File: src/rtl/ram_arb_pkg.sv
// Shared types and default sizing for the two-requester RAM port arbiter.
package ram_arb_pkg;

  localparam int unsigned DATA_W        = 8;
  localparam int unsigned ADDR_W        = 11;
  localparam int unsigned PART_BOUNDARY = 1024;
  localparam int unsigned DEPTH         = 2 ** ADDR_W;

  typedef enum logic [1:0] {
    IDLE,
    ACCESS,
    RDWAIT,
    DONE
  } state_t;

  typedef enum logic {
    REQ_A = 1'b0,
    REQ_B = 1'b1
  } req_id_t;

endpackage

File: src/rtl/rr_arb2.sv
// Combinational two-way round-robin picker: a lone requester wins, a tie goes
// to whichever requester was not granted last.
module rr_arb2
  import ram_arb_pkg::*;
(
  input  logic [1:0] req,
  input  req_id_t    last_gnt,
  output logic       gnt_valid,
  output req_id_t    gnt_id
);

  // Pick the winner from the current request pair and the previous grant.
  always_comb begin
    gnt_valid = |req;
    gnt_id    = REQ_A;
    case (req)
      2'b10:   gnt_id = REQ_B;
      2'b11:   gnt_id = (last_gnt == REQ_A) ? REQ_B : REQ_A;
      default: gnt_id = REQ_A;
    endcase
  end

endmodule

File: src/rtl/ram_port_rr_arbiter.sv
// Shares one single-port sync-read RAM between requesters A and B. Each access
// runs a fixed IDLE -> ACCESS -> RDWAIT -> DONE sequence; out-of-partition
// accesses never reach the RAM and are acked with an error flag.
module ram_port_rr_arbiter #(
  parameter int unsigned DATA_W        = ram_arb_pkg::DATA_W,
  parameter int unsigned ADDR_W        = ram_arb_pkg::ADDR_W,
  parameter int unsigned PART_BOUNDARY = ram_arb_pkg::PART_BOUNDARY,
  parameter bit          PROT_EN       = 1'b1
) (
  input  logic              clk,
  input  logic              reset_n,
  input  logic              req_a,
  input  logic              req_b,
  input  logic              we_a,
  input  logic              we_b,
  input  logic [ADDR_W-1:0] addr_a,
  input  logic [ADDR_W-1:0] addr_b,
  input  logic [DATA_W-1:0] wdata_a,
  input  logic [DATA_W-1:0] wdata_b,
  output logic              ack_a,
  output logic              ack_b,
  output logic              err_a,
  output logic              err_b,
  output logic [DATA_W-1:0] rdata_a,
  output logic [DATA_W-1:0] rdata_b,
  output logic              mem_en,
  output logic              mem_we,
  output logic [ADDR_W-1:0] mem_addr,
  output logic [DATA_W-1:0] mem_wdata,
  input  logic [DATA_W-1:0] mem_rdata,
  output logic              busy
);

  import ram_arb_pkg::*;

  state_t            r_state, w_state_nxt;
  req_id_t           r_last_gnt, r_id, w_gnt_id;
  logic              w_gnt_valid;
  logic              r_we, r_err;

  logic              w_win_we, w_win_err, w_part_err, w_oob;
  logic [ADDR_W-1:0] w_win_addr;
  logic [DATA_W-1:0] w_win_wdata;
  logic [31:0]       w_addr_u;

  logic              r_mem_en, r_mem_we;
  logic [ADDR_W-1:0] r_mem_addr;
  logic [DATA_W-1:0] r_mem_wdata;
  logic              r_ack_a, r_ack_b, r_err_a, r_err_b, r_busy;
  logic [DATA_W-1:0] r_rdata_a, r_rdata_b;

  logic              w_mem_en_nxt, w_mem_we_nxt;
  logic              w_ack_a_nxt, w_ack_b_nxt, w_err_a_nxt, w_err_b_nxt;
  logic [DATA_W-1:0] w_rdata_nxt;

  rr_arb2 u_rr_arb2 (
    .req       ({req_b, req_a}),
    .last_gnt  (r_last_gnt),
    .gnt_valid (w_gnt_valid),
    .gnt_id    (w_gnt_id)
  );

  // Select the winner's command and decide whether it may touch the RAM.
  // Addresses beyond the physical RAM are rejected even with protection off.
  always_comb begin
    w_win_we    = (w_gnt_id == REQ_B) ? we_b    : we_a;
    w_win_addr  = (w_gnt_id == REQ_B) ? addr_b  : addr_a;
    w_win_wdata = (w_gnt_id == REQ_B) ? wdata_b : wdata_a;
    w_addr_u    = 32'(w_win_addr);
    w_oob       = (w_addr_u >= DEPTH);
    w_part_err  = 1'b0;
    if (PROT_EN) begin
      if (w_gnt_id == REQ_A) w_part_err = (w_addr_u >= PART_BOUNDARY);
      else                   w_part_err = (w_addr_u <  PART_BOUNDARY);
    end
    w_win_err = w_oob | w_part_err;
  end

  // State register.
  always_ff @(posedge clk or negedge reset_n) begin
    if (!reset_n) r_state <= IDLE;
    else          r_state <= w_state_nxt;
  end

  // Next-state: a grant starts the fixed four-cycle sequence.
  always_comb begin
    w_state_nxt = r_state;
    case (r_state)
      IDLE:    if (w_gnt_valid) w_state_nxt = ACCESS;
      ACCESS:  w_state_nxt = RDWAIT;
      RDWAIT:  w_state_nxt = DONE;
      DONE:    w_state_nxt = IDLE;
      default: w_state_nxt = IDLE;
    endcase
  end

  // Output decode: next values for the registered RAM strobes and responses.
  always_comb begin
    w_mem_en_nxt = 1'b0;
    w_mem_we_nxt = 1'b0;
    w_ack_a_nxt  = 1'b0;
    w_ack_b_nxt  = 1'b0;
    w_err_a_nxt  = 1'b0;
    w_err_b_nxt  = 1'b0;
    w_rdata_nxt  = '0;
    case (r_state)
      IDLE: begin
        if (w_gnt_valid && !w_win_err) begin
          w_mem_en_nxt = 1'b1;
          w_mem_we_nxt = w_win_we;
        end
      end
      RDWAIT: begin
        w_ack_a_nxt = (r_id == REQ_A);
        w_ack_b_nxt = (r_id == REQ_B);
        w_err_a_nxt = (r_id == REQ_A) && r_err;
        w_err_b_nxt = (r_id == REQ_B) && r_err;
        if (!r_we && !r_err) w_rdata_nxt = mem_rdata;
      end
      default: ;
    endcase
  end

  // Latch the granted command; RAM address/data hold their value between grants.
  always_ff @(posedge clk or negedge reset_n) begin
    if (!reset_n) begin
      r_last_gnt  <= REQ_B;
      r_id        <= REQ_A;
      r_we        <= 1'b0;
      r_err       <= 1'b0;
      r_mem_addr  <= '0;
      r_mem_wdata <= '0;
    end else if (r_state == IDLE && w_gnt_valid) begin
      r_last_gnt  <= w_gnt_id;
      r_id        <= w_gnt_id;
      r_we        <= w_win_we;
      r_err       <= w_win_err;
      r_mem_addr  <= w_win_addr;
      r_mem_wdata <= w_win_wdata;
    end
  end

  // Register RAM strobes, responses and busy so no output is combinational.
  always_ff @(posedge clk or negedge reset_n) begin
    if (!reset_n) begin
      r_mem_en  <= 1'b0;
      r_mem_we  <= 1'b0;
      r_ack_a   <= 1'b0;
      r_ack_b   <= 1'b0;
      r_err_a   <= 1'b0;
      r_err_b   <= 1'b0;
      r_rdata_a <= '0;
      r_rdata_b <= '0;
      r_busy    <= 1'b0;
    end else begin
      r_mem_en  <= w_mem_en_nxt;
      r_mem_we  <= w_mem_we_nxt;
      r_ack_a   <= w_ack_a_nxt;
      r_ack_b   <= w_ack_b_nxt;
      r_err_a   <= w_err_a_nxt;
      r_err_b   <= w_err_b_nxt;
      r_rdata_a <= w_ack_a_nxt ? w_rdata_nxt : '0;
      r_rdata_b <= w_ack_b_nxt ? w_rdata_nxt : '0;
      r_busy    <= (w_state_nxt != IDLE);
    end
  end

  assign mem_en    = r_mem_en;
  assign mem_we    = r_mem_we;
  assign mem_addr  = r_mem_addr;
  assign mem_wdata = r_mem_wdata;
  assign ack_a     = r_ack_a;
  assign ack_b     = r_ack_b;
  assign err_a     = r_err_a;
  assign err_b     = r_err_b;
  assign rdata_a   = r_rdata_a;
  assign rdata_b   = r_rdata_b;
  assign busy      = r_busy;

endmodule

File: config.mk
export PLATFORM = sky130hd
export DESIGN_NAME = ram_port_rr_arbiter
export DESIGN_NICKNAME = d
export VERILOG_FILES = /design/src/rtl/ram_arb_pkg.sv /design/src/rtl/rr_arb2.sv /design/src/rtl/ram_port_rr_arbiter.sv
export SDC_FILE = /design/constraint.sdc
export NUM_CORES = 1
export LEC_CHECK = 0
export ABC_AREA = 1
export CORE_ASPECT_RATIO = 1.1
export CORE_MARGIN = 1.5
export CORE_UTILIZATION = 37
export DETAILED_ROUTE_END_ITERATION = 6
export PLACE_DENSITY = 0.72
export REMOVE_ABC_BUFFERS = 1
export SYNTH_ARGS = -nofsm -noshare
export SYNTH_HDL_FRONTEND = slang
export SYNTH_SLANG_ARGS = --single-unit
File: constraint.sdc
create_clock -name clk -period 1.24 [get_ports clk]
set_input_delay 0.372 -clock clk [delete_from_list [all_inputs] [get_ports clk]]
set_output_delay 0.372 -clock clk [all_outputs]
set_load 0.02 [all_outputs]
==> Word level (Yosys, flattened, before mapping) <==
Cells that the tools add are included.
{ "classes": {"reduce_logical": 11, "mux": 20, "eq_ne": 5, "n_div": 0, "magnitude_cmp": 2, "mul": 0, "n_addsub": 0, "shifts": 0, "bitwise_logic": 1} }
{ "op_table": {"columns": ["op", "count"], "rows": [
  ["$mux W8", 5],
  ["$ge A11 B11 Y1 const B", 1],
  ["$lt A11 B11 Y1 const B", 1],
  ["$mux W1", 11],
  ["$mux W11", 1],
  ["$eq A2 B2 Y1 const B", 4],
  ["$pmux W2 S4", 1],
  ["$logic_and A1 B1 Y1", 5],
  ["$logic_not A1 Y1", 3],
  ["$eq A2 B1 Y1 const B", 1],
  ["$logic_not A2 Y1", 1],
  ["$mux W2", 1],
  ["$pmux W1 S2", 1],
  ["$reduce_bool A2 Y1", 1],
  ["$reduce_or A2 Y1", 1],
  ["$not A1 Y1", 1]
]} }
{ "totals": {"mem_bits_rw": 0, "mem_count": 0, "input_bits": 52, "register_bits": 48, "elab_cells": 55, "rom_bits": 0, "out_inout_bits": 42, "latch_bits": 0} }

==> Depth between registers and ports, before layout <==
{ "depth": {"depth_word": 9, "depth_mapped": 8, "ltp_nobuf": 7} }

==> Hierarchy <==
From an unflattened synthesis, not the netlist that was laid out.
{ "hier_totals": {"hier_cells": 239, "area_unflattened_um2": 1996.9} }
{ "modules_own_cells": {"columns": ["mod", "area_per_inst_um2", "cells_per_inst", "seq_area_each_um2", "n_inst"], "rows": [
  ["ram_port_rr_arbiter", 1981.9, 236, 1202.4, 1],
  ["rr_arb2", 15.0, 3, 0.0, 1]
]} }

==> Worst setup path before layout <==
OpenSTA, ideal clock, no wires.
{ "synth_timing": {"kind": "register to register", "startpoint": "register r_state[0]", "endpoint": "register r_mem_addr[10], in the netlist mem_addr[10]", "n_path_buf": 1, "path_stages_with_launch": 9, "arrival_ns": 1.117, "synth_period_minus_slack_ns": 1.234, "path_slack_ns": 0.006, "path_cell_list": "dfrtp_1 inv_1 ha_1 inv_1 nor2_4 inv_2 buf_2 nand2_1 nand2_1"} }
{ "synth_via": {"elab_chain_len": 2} }
{ "synth_lines": {"columns": ["item", "line_no", "rtl"], "rows": [
  ["start: declaration", "ram_port_rr_arbiter.sv:36", "state_t r_state, w_state_nxt;"],
  ["start signal: assignment", "ram_port_rr_arbiter.sv:82", "else r_state <= w_state_nxt;"],
  ["$logic_not A2 Y1", "ram_port_rr_arbiter.sv:133", "end else if (r_state == IDLE && w_gnt_valid) begin"],
  ["$logic_and A1 B1 Y1", "ram_port_rr_arbiter.sv:133", null],
  ["end signal: assignment", "ram_port_rr_arbiter.sv:138", "r_mem_addr <= w_win_addr;"],
  ["end: declaration", "ram_port_rr_arbiter.sv:47", "logic [ADDR_W-1:0] r_mem_addr;"]
]} }
Every way passes these cells.
A chain may end at the register's enable or synchronous reset.

==> Final worst setup path <==
{ "layout_timing": {"startpoint": "register r_state[1]", "endpoint": "register r_mem_we, in the netlist mem_we"} }
{ "layout_via": {"elab_chain_len": 2} }
{ "layout_lines": {"columns": ["item", "line_no", "rtl"], "rows": [
  ["$logic_not A2 Y1", "ram_port_rr_arbiter.sv:106", "case (r_state)"],
  ["$mux W1", "ram_port_rr_arbiter.sv:106", null],
  ["net w_mem_we_nxt", "ram_port_rr_arbiter.sv:52", "logic w_mem_en_nxt, w_mem_we_nxt;"],
  ["end signal: assignment", "ram_port_rr_arbiter.sv:157", "r_mem_we <= w_mem_we_nxt;"],
  ["end: declaration", "ram_port_rr_arbiter.sv:46", "logic r_mem_en, r_mem_we;"]
]} }
The timed path passes the listed nets, and every way through them passes these cells.

==> metrics <==
run status finished with violations; failing checks setup timing; flop2flop setup slack -0.03 ns; Via-to-Cell Ratio 4.52; top cells by area, synth sky130_fd_sc_hd__dfrtp_1, sky130_fd_sc_hd__nand2_1, sky130_fd_sc_hd__nand3b_1; sum of internal, switching and leakage power 7.42 mW; CP Launch Type register; first-pass GRT wire length 8330 um; number of failing hold endpoints at the final stage 0; critical register-to-register path startpoint r_state[1]$_DFF_PN0_; routing usage on met3 5.64%; TritonRoute pass-1 iters 4; remaining max-slew budget at the tightest pin 80.4%; die height 82.0 um; sort of element at the end of the critical path register; Hold Path Origin r_last_gnt$_DFFE_PN1P_; post-detailed-placement cell area 3220 um2; Nets 420; number of remaining DRC errors 0; time the final worst path needs with I/O delays and setup 1.27 ns; share of Yosys cell area claimed by the top area cell type 56.0%; initial antenna violation count 0; Clk Latency, worst-skew pair 0.30 ns; antenna diode instance count 0; initial cell density of the core 38.7%; most used routing layer met2; final setup fails 10; H-tree lvl count 2; detailed-route via count 1988; unrepaired setup endpoints after global routing yes; worst setup path class register to register; first-iteration detailed-routing DRC count 48; x dimension of the die 74.8 um; buffers from clock root to sink, at most 2; Core Footprint 5430 um2; required arrival time at the worst endpoint 1.48 ns; max cap viols 0; Leak 1.85 nW; critical path's largest stage delay 0.40 ns; number of standard-cell rows in the floorplan 28; drt wl/cell 12.9 um; maximum fanout along the worst path 6; grt total ovfl 0; FF-to-FF End mem_we$_DFF_PN0_; Die Outline Area 6140 um2; cells traversed along the worst timing path inv_2, ha_4, inv_2, nor2_4, buf_12, buf_8, nand3_4, nor2_2; wire length after detailed routing 5670 um; total negative slack -0.0709 ns; IO buf count 93; slew at the pin closest to its max-slew limit 0.295 ns; number of buffers created by CTS 5; GR Layer Usage met1 19.9%; share of the clock period used by the worst path 102%; number of instances in the synthesized netlist 242; total number of clock tree sinks 48; FF-to-FF path depth 8; Hold EP r_last_gnt$_DFFE_PN1P_; TritonCTS clock tree built; path class of the lowest-slack min-delay path register to register; largest net degree at the start of global routing 23; routing usage on met2 32.4%; Worst path most repeated cell sky130_fd_sc_hd__inv_2; number of max-slew violations in the final report 0; Syn Std Cell Area 2100 um2; worst IR drop on VDD 0.000981 V; cell type with the largest total area after synthesis sky130_fd_sc_hd__dfrtp_1; number of routed nets with antenna violations 0; share of synthesized area occupied by flip-flops and latches 57.3%; leading cell types in the layout, fill and taps excluded sky130_fd_sc_hd__nand2_1, sky130_fd_sc_hd__clkdlybuf4s50_1, sky130_fd_sc_hd__dfrtp_1; IO Count 94; half-perimeter wire length after placement 3830 um; skew final 0.00777 ns; vias in the first global route 1954; count of synthesis-stage warnings from yosys 0; cell type of the slowest stage on the worst timing path sky130_fd_sc_hd__dfrtp_1; power density of the placed cells 2080 nW/um2; number of storage elements in the synthesis netlist 48; proportion of layout cells with a drive suffix above 1 34.5%; Final Instance Area 3560 um2; cell chosen for the clock root sky130_fd_sc_hd__clkbuf_8; most common cell after layout, fill and taps aside sky130_fd_sc_hd__nand2_1; number of distinct library cells after synthesis 18; Crit path arrival time 1.51 ns; post-CTS clock slew at the launch and capture registers of the worst setup and hold paths 0.08 ns; smallest setup slack after layout -0.0279 ns; relative area change from synthesis to final layout 69.7%; cell count of the worst hold path 2; last weighted congestion value of the routability-driven placer 0.770; global-route total usage across every layer 18.2%; average size of a mapped cell 8.68 um2; f_max 789 MHz
==> worst max-delay path: cells and delay by family (launching register included) <==
kind | cells | cell delay [ns]
fa+ha+maj | 1 | 0.13
flops | 1 | 0.40
buf+inv | 4 | 0.41
simple gates | 3 | 0.26
==> layer usage <==
layer | part of all wire [%] | routed length, um
met2 | 51 | 2890
met4 | 1.4 | 77
met3 | 8.2 | 467
met5 | 0 | 0
met1 | 39 | 2230
==> Yosys cell counts <==
cell type / count
sky130_fd_sc_hd__nor3_4: 1
sky130_fd_sc_hd__nand3_1: 24
sky130_fd_sc_hd__nor2_2: 1
sky130_fd_sc_hd__nor3_1: 1
sky130_fd_sc_hd__clkinv_1: 1
sky130_fd_sc_hd__nor2_1: 19
sky130_fd_sc_hd__buf_4: 1
sky130_fd_sc_hd__nand3b_1: 19
sky130_fd_sc_hd__nor2_4: 1
sky130_fd_sc_hd__ha_1: 3
sky130_fd_sc_hd__dfrtp_1: 47
sky130_fd_sc_hd__buf_2: 9
sky130_fd_sc_hd__inv_1: 30
sky130_fd_sc_hd__o21ai_0: 2
sky130_fd_sc_hd__clkbuf_1: 1
sky130_fd_sc_hd__nand2_1: 80
sky130_fd_sc_hd__inv_2: 1
sky130_fd_sc_hd__dfstp_2: 1
==> per-stage QoR <==
step           instances  worst slack (ns)  hold slack (ns)  utilization (%)
6_report             440           -0.0279            0.478             65.6
5_1_grt              440           -0.0915            0.508             65.6
4_1_cts              429          -0.00762            0.476             58.2
3_5_place_dp         418            -0.448            0.282             59.3
3_3_place_gp         418            -0.355            0.272             59.3
2_1_floorplan        231            -0.404           0.0764                -
==> state kept, by name, indices dropped and copies added, names as in the netlist <==
| signal | flops |
|---|---|
| r_state | 2 |
| r_last_gnt | 1 |
| r_we | 1 |
| mem_wdata | 8 |
| r_id | 1 |
| mem_addr | 11 |
| rdata_a | 8 |
| mem_en | 1 |
| rdata_b | 8 |
| err_a | 1 |
| ack_b | 1 |
| err_b | 1 |
| busy | 1 |
| ack_a | 1 |
| mem_we | 1 |
| r_err | 1 |
==> report_power, final <==
part / total, mW / switching [mW] / internal [mW]
clock network: 0.862 / 0.478 / 0.384
logic: 4.08 / 2.14 / 1.94
registers: 2.48 / 0.354 / 2.13
==> worst max-delay path by stage <==
| stage | cells past startpoint | from | endpoint | slack [ns] |
|---|---|---|---|---|
| floorplan | 5 | r_last_gnt$_DFFE_PN1P_ | mem_we$_DFF_PN0_ | -0.40 |
| global placement | 7 | req_a | mem_addr[3]$_DFFE_PN0P_ | -0.35 |
| detailed placement | 6 | req_b | mem_wdata[1]$_DFFE_PN0P_ | -0.45 |
| CTS | 1 | mem_wdata[7]$_DFFE_PN0P_ | mem_wdata[7] | -0.008 |
| global route | 7 | r_state[1]$_DFF_PN0_ | rdata_b[1]$_DFF_PN0_ | -0.09 |
| finish | 8 | r_state[1]$_DFF_PN0_ | mem_we$_DFF_PN0_ | -0.03 |
==> cell families (layout without fill, tap and decap cells) <==
group	after synthesis	in the layout	synth area share [%]
adders and majority gates	3	3	1.79
AOI/OAI and AO/OA	2	2	0.477
DFF	48	48	57.3
buffers and inverters	43	166	8.40
and+or+nand+nor	146	146	32.1
==> layout make-up <==
class | instances | area (um2)
clock inverters | 1 | 5.00
repair inverters | 1 | 6.26
well taps | 75 | 93.8
fillers | 452 | 1870
flip-flops and latches | 48 | 1200
clock buffers | 6 | 72.6
multi-input cells | 151 | 907
inverters | 32 | 128
repair buffers | 126 | 1150
==> repair_timing <==
action / CTS / global route
pin swaps: 6 / 44
endpoints found under the setup margin: 71 / 59
resized for setup: 187 / 83
gates cloned: 1 / 2
hold buffers: 1 / 0
setup buffers: 2 / 9
hold endpoints to repair: 8 / 0
Note: power is estimated with default switching activity, not from simulation.
==> RTL change: new RTL, config.mk and constraints unchanged <==
Change the package constant `DATA_W` from 8 to 12.
--- a/src/rtl/ram_arb_pkg.sv
+++ b/src/rtl/ram_arb_pkg.sv
@@ -2,5 +2,5 @@
 package ram_arb_pkg;
 
-  localparam int unsigned DATA_W        = 8;
+  localparam int unsigned DATA_W        = 12;
   localparam int unsigned ADDR_W        = 11;
   localparam int unsigned PART_BOUNDARY = 1024;
Interface: changed (6 resized); port bits go from 94 to 118. The function was not compared with the original's and may differ.
==> RTL change against the original RTL <==
- the run still ends with negative setup slack left
- highest routed layer unchanged
- power increased by 35%
- worst setup slack worse by 0.10 ns
- design area rose by 29%
- clock skew grew 0.0018 ns
- non-clock buffer count rose by 34
- die area increased by 23%
- largest cell class is now non-clock buffers
- sequential cell count grew 12
- area after synthesis up 24%
- routed wire length grew 28%
- global-route usage up 1.4 points
- synthesized cell count up 21%
==> RTL change: results <==
group,metric,value,unit
placed_design,dp_cells,504,
timing,finalSetupViolations,63,
logic_synthesis,synth_compound_area_frac,0.003835,
setup_path,crit_path_max_incr_delay,0.38,ns
placed_design,post-place-ws,-0.4247,ns
run_status,failed_checks,"negative setup slack",
grt,grt_pass1_wl,11870,µm
grt,grt_pass1_vias,2431,
grt,gr-usage-met3,0.04636,
routing,drt-initial-drc-count,72,
logic_synthesis,netlist_instances,294,
final_layout,drive_above_1_share,0.3429,
logic_synthesis,async_flop_share,1.000,
timing,finClkSkew,0.009562,ns
placed_design,port_buffers,117,
clock_network,cts_made_buffers,9,
timing,tns,-2.355,ns
setup_path,cp_data_arrival_time,1.62,ns
final_layout,diodes,0,
placed_design,place_congestion,0.7822,
grt,gr-usage-met1,0.2482,
routing,routedWlPerCell,13.50,µm
clock_network,clk-insertion-delay-late,0.33,ns
setup_path,slowest_stage,"dfrtp_1",
logic_synthesis,seq_area_frac_synth,0.5757,
logic_synthesis,synthMuxAreaShare,0,
hold_path,hold_class,"in2async",
pwr,ir_drop,0.001076,V
final_layout,n_fill_cell,542,
logic_synthesis,synth_cell_type_count,19,
grt,grt_max_degree,61,
grt,grt.total_usage,0.1961,
logic_synthesis,synth-adder-area-share,0.01438,
routing,wl_met1,3016,µm
grt,use_met2,0.3198,
final_layout,postLayoutCoreUtil,0.6851,
routing,route.met3.wl,389,µm
routing,viasPerCell,4.618,
placed_design,dp_hpwl,4840,µm
final_layout,instances_no_fill,537,
pwr,leakagePower,2.409,nW
logic_synthesis,synth_area_leaders,"dfrtp_1 57%, nand2_1 14%, nand3b_1 6.6%, nand3_1 5.4%, inv_1 5.0%",
final_layout,final_nets,517,
timing,hold_ws,0.02895,ns
run_status,status,"finished with violations",
timing,postLayoutSetupSlackWorst,-0.1313,ns
placed_design,place_area,4015,µm²
logic_synthesis,synth.top_cells.by_count,"94 x nand2_1, 59 x dfrtp_1, 35 x inv_1",
clock_network,htree_levels,3,
routing,wl_met2,3733,µm
timing,worstMarginPinSlew,0.5822,ns
RTL change: changes by cell type after synthesis, sizes merged:
cell,before,now
inv,31,36
buf,10,12
clkbuf,1,3
nor2,21,29
nand3b,19,23
nand2,80,96
clkinv,1,0
nand3,24,28
dfrtp,47,59
RTL change: final timing paths:
path | to | startpoint
setup reg to reg | rdata_a[4]$_DFF_PN0_ | r_state[0]$_DFF_PN0_
setup / recovery | rdata_a[4]$_DFF_PN0_ | r_state[0]$_DFF_PN0_
max in group asynchronous | r_last_gnt$_DFFE_PN1P_ | reset_n
hold / removal | err_b$_DFF_PN0_ | reset_n
hold reg to reg | r_last_gnt$_DFFE_PN1P_ | r_last_gnt$_DFFE_PN1P_
min in group clk | r_last_gnt$_DFFE_PN1P_ | r_last_gnt$_DFFE_PN1P_
RTL change: kinds of logic (layout without fill, tap and decap cells):
logic type	after synthesis	in the layout
buffers and inverters	51	212
AND/OR/NAND/NOR	178	178
adder cells (fa/ha/maj)	3	3
flip-flops	60	60
AO/OA/AOI/OAI	2	2
RTL change: cell type report:
| type | count | share of cell area |
|---|---|---|
| Sequential cell | 60 | 0.3269 |
| Timing Repair Buffer | 160 | 0.3481 |
| Multi-Input combinational cell | 183 | 0.2221 |
| Clock inverter | 6 | 0.01905 |
| Clock buffer | 10 | 0.02994 |
| Inverter | 36 | 0.03157 |
| Tap cell | 82 | 0.02232 |
RTL change: power by group:
part           switching [mW]  internal [mW]
Combinational            2.53           2.46
Clock                   0.787           1.18
Sequential              0.451           2.62
Total                    3.77           6.26
RTL change: what timing repair did:
item                                    4_1_cts  5_1_grt
endpoints found under the hold margin         0        0
hold buffers                                  0        0
pin swaps                                     1        6
cloned                                        1        1
setup buffers                                 6        9
endpoints found under the setup margin      107      103
gates resized for setup                     286       91
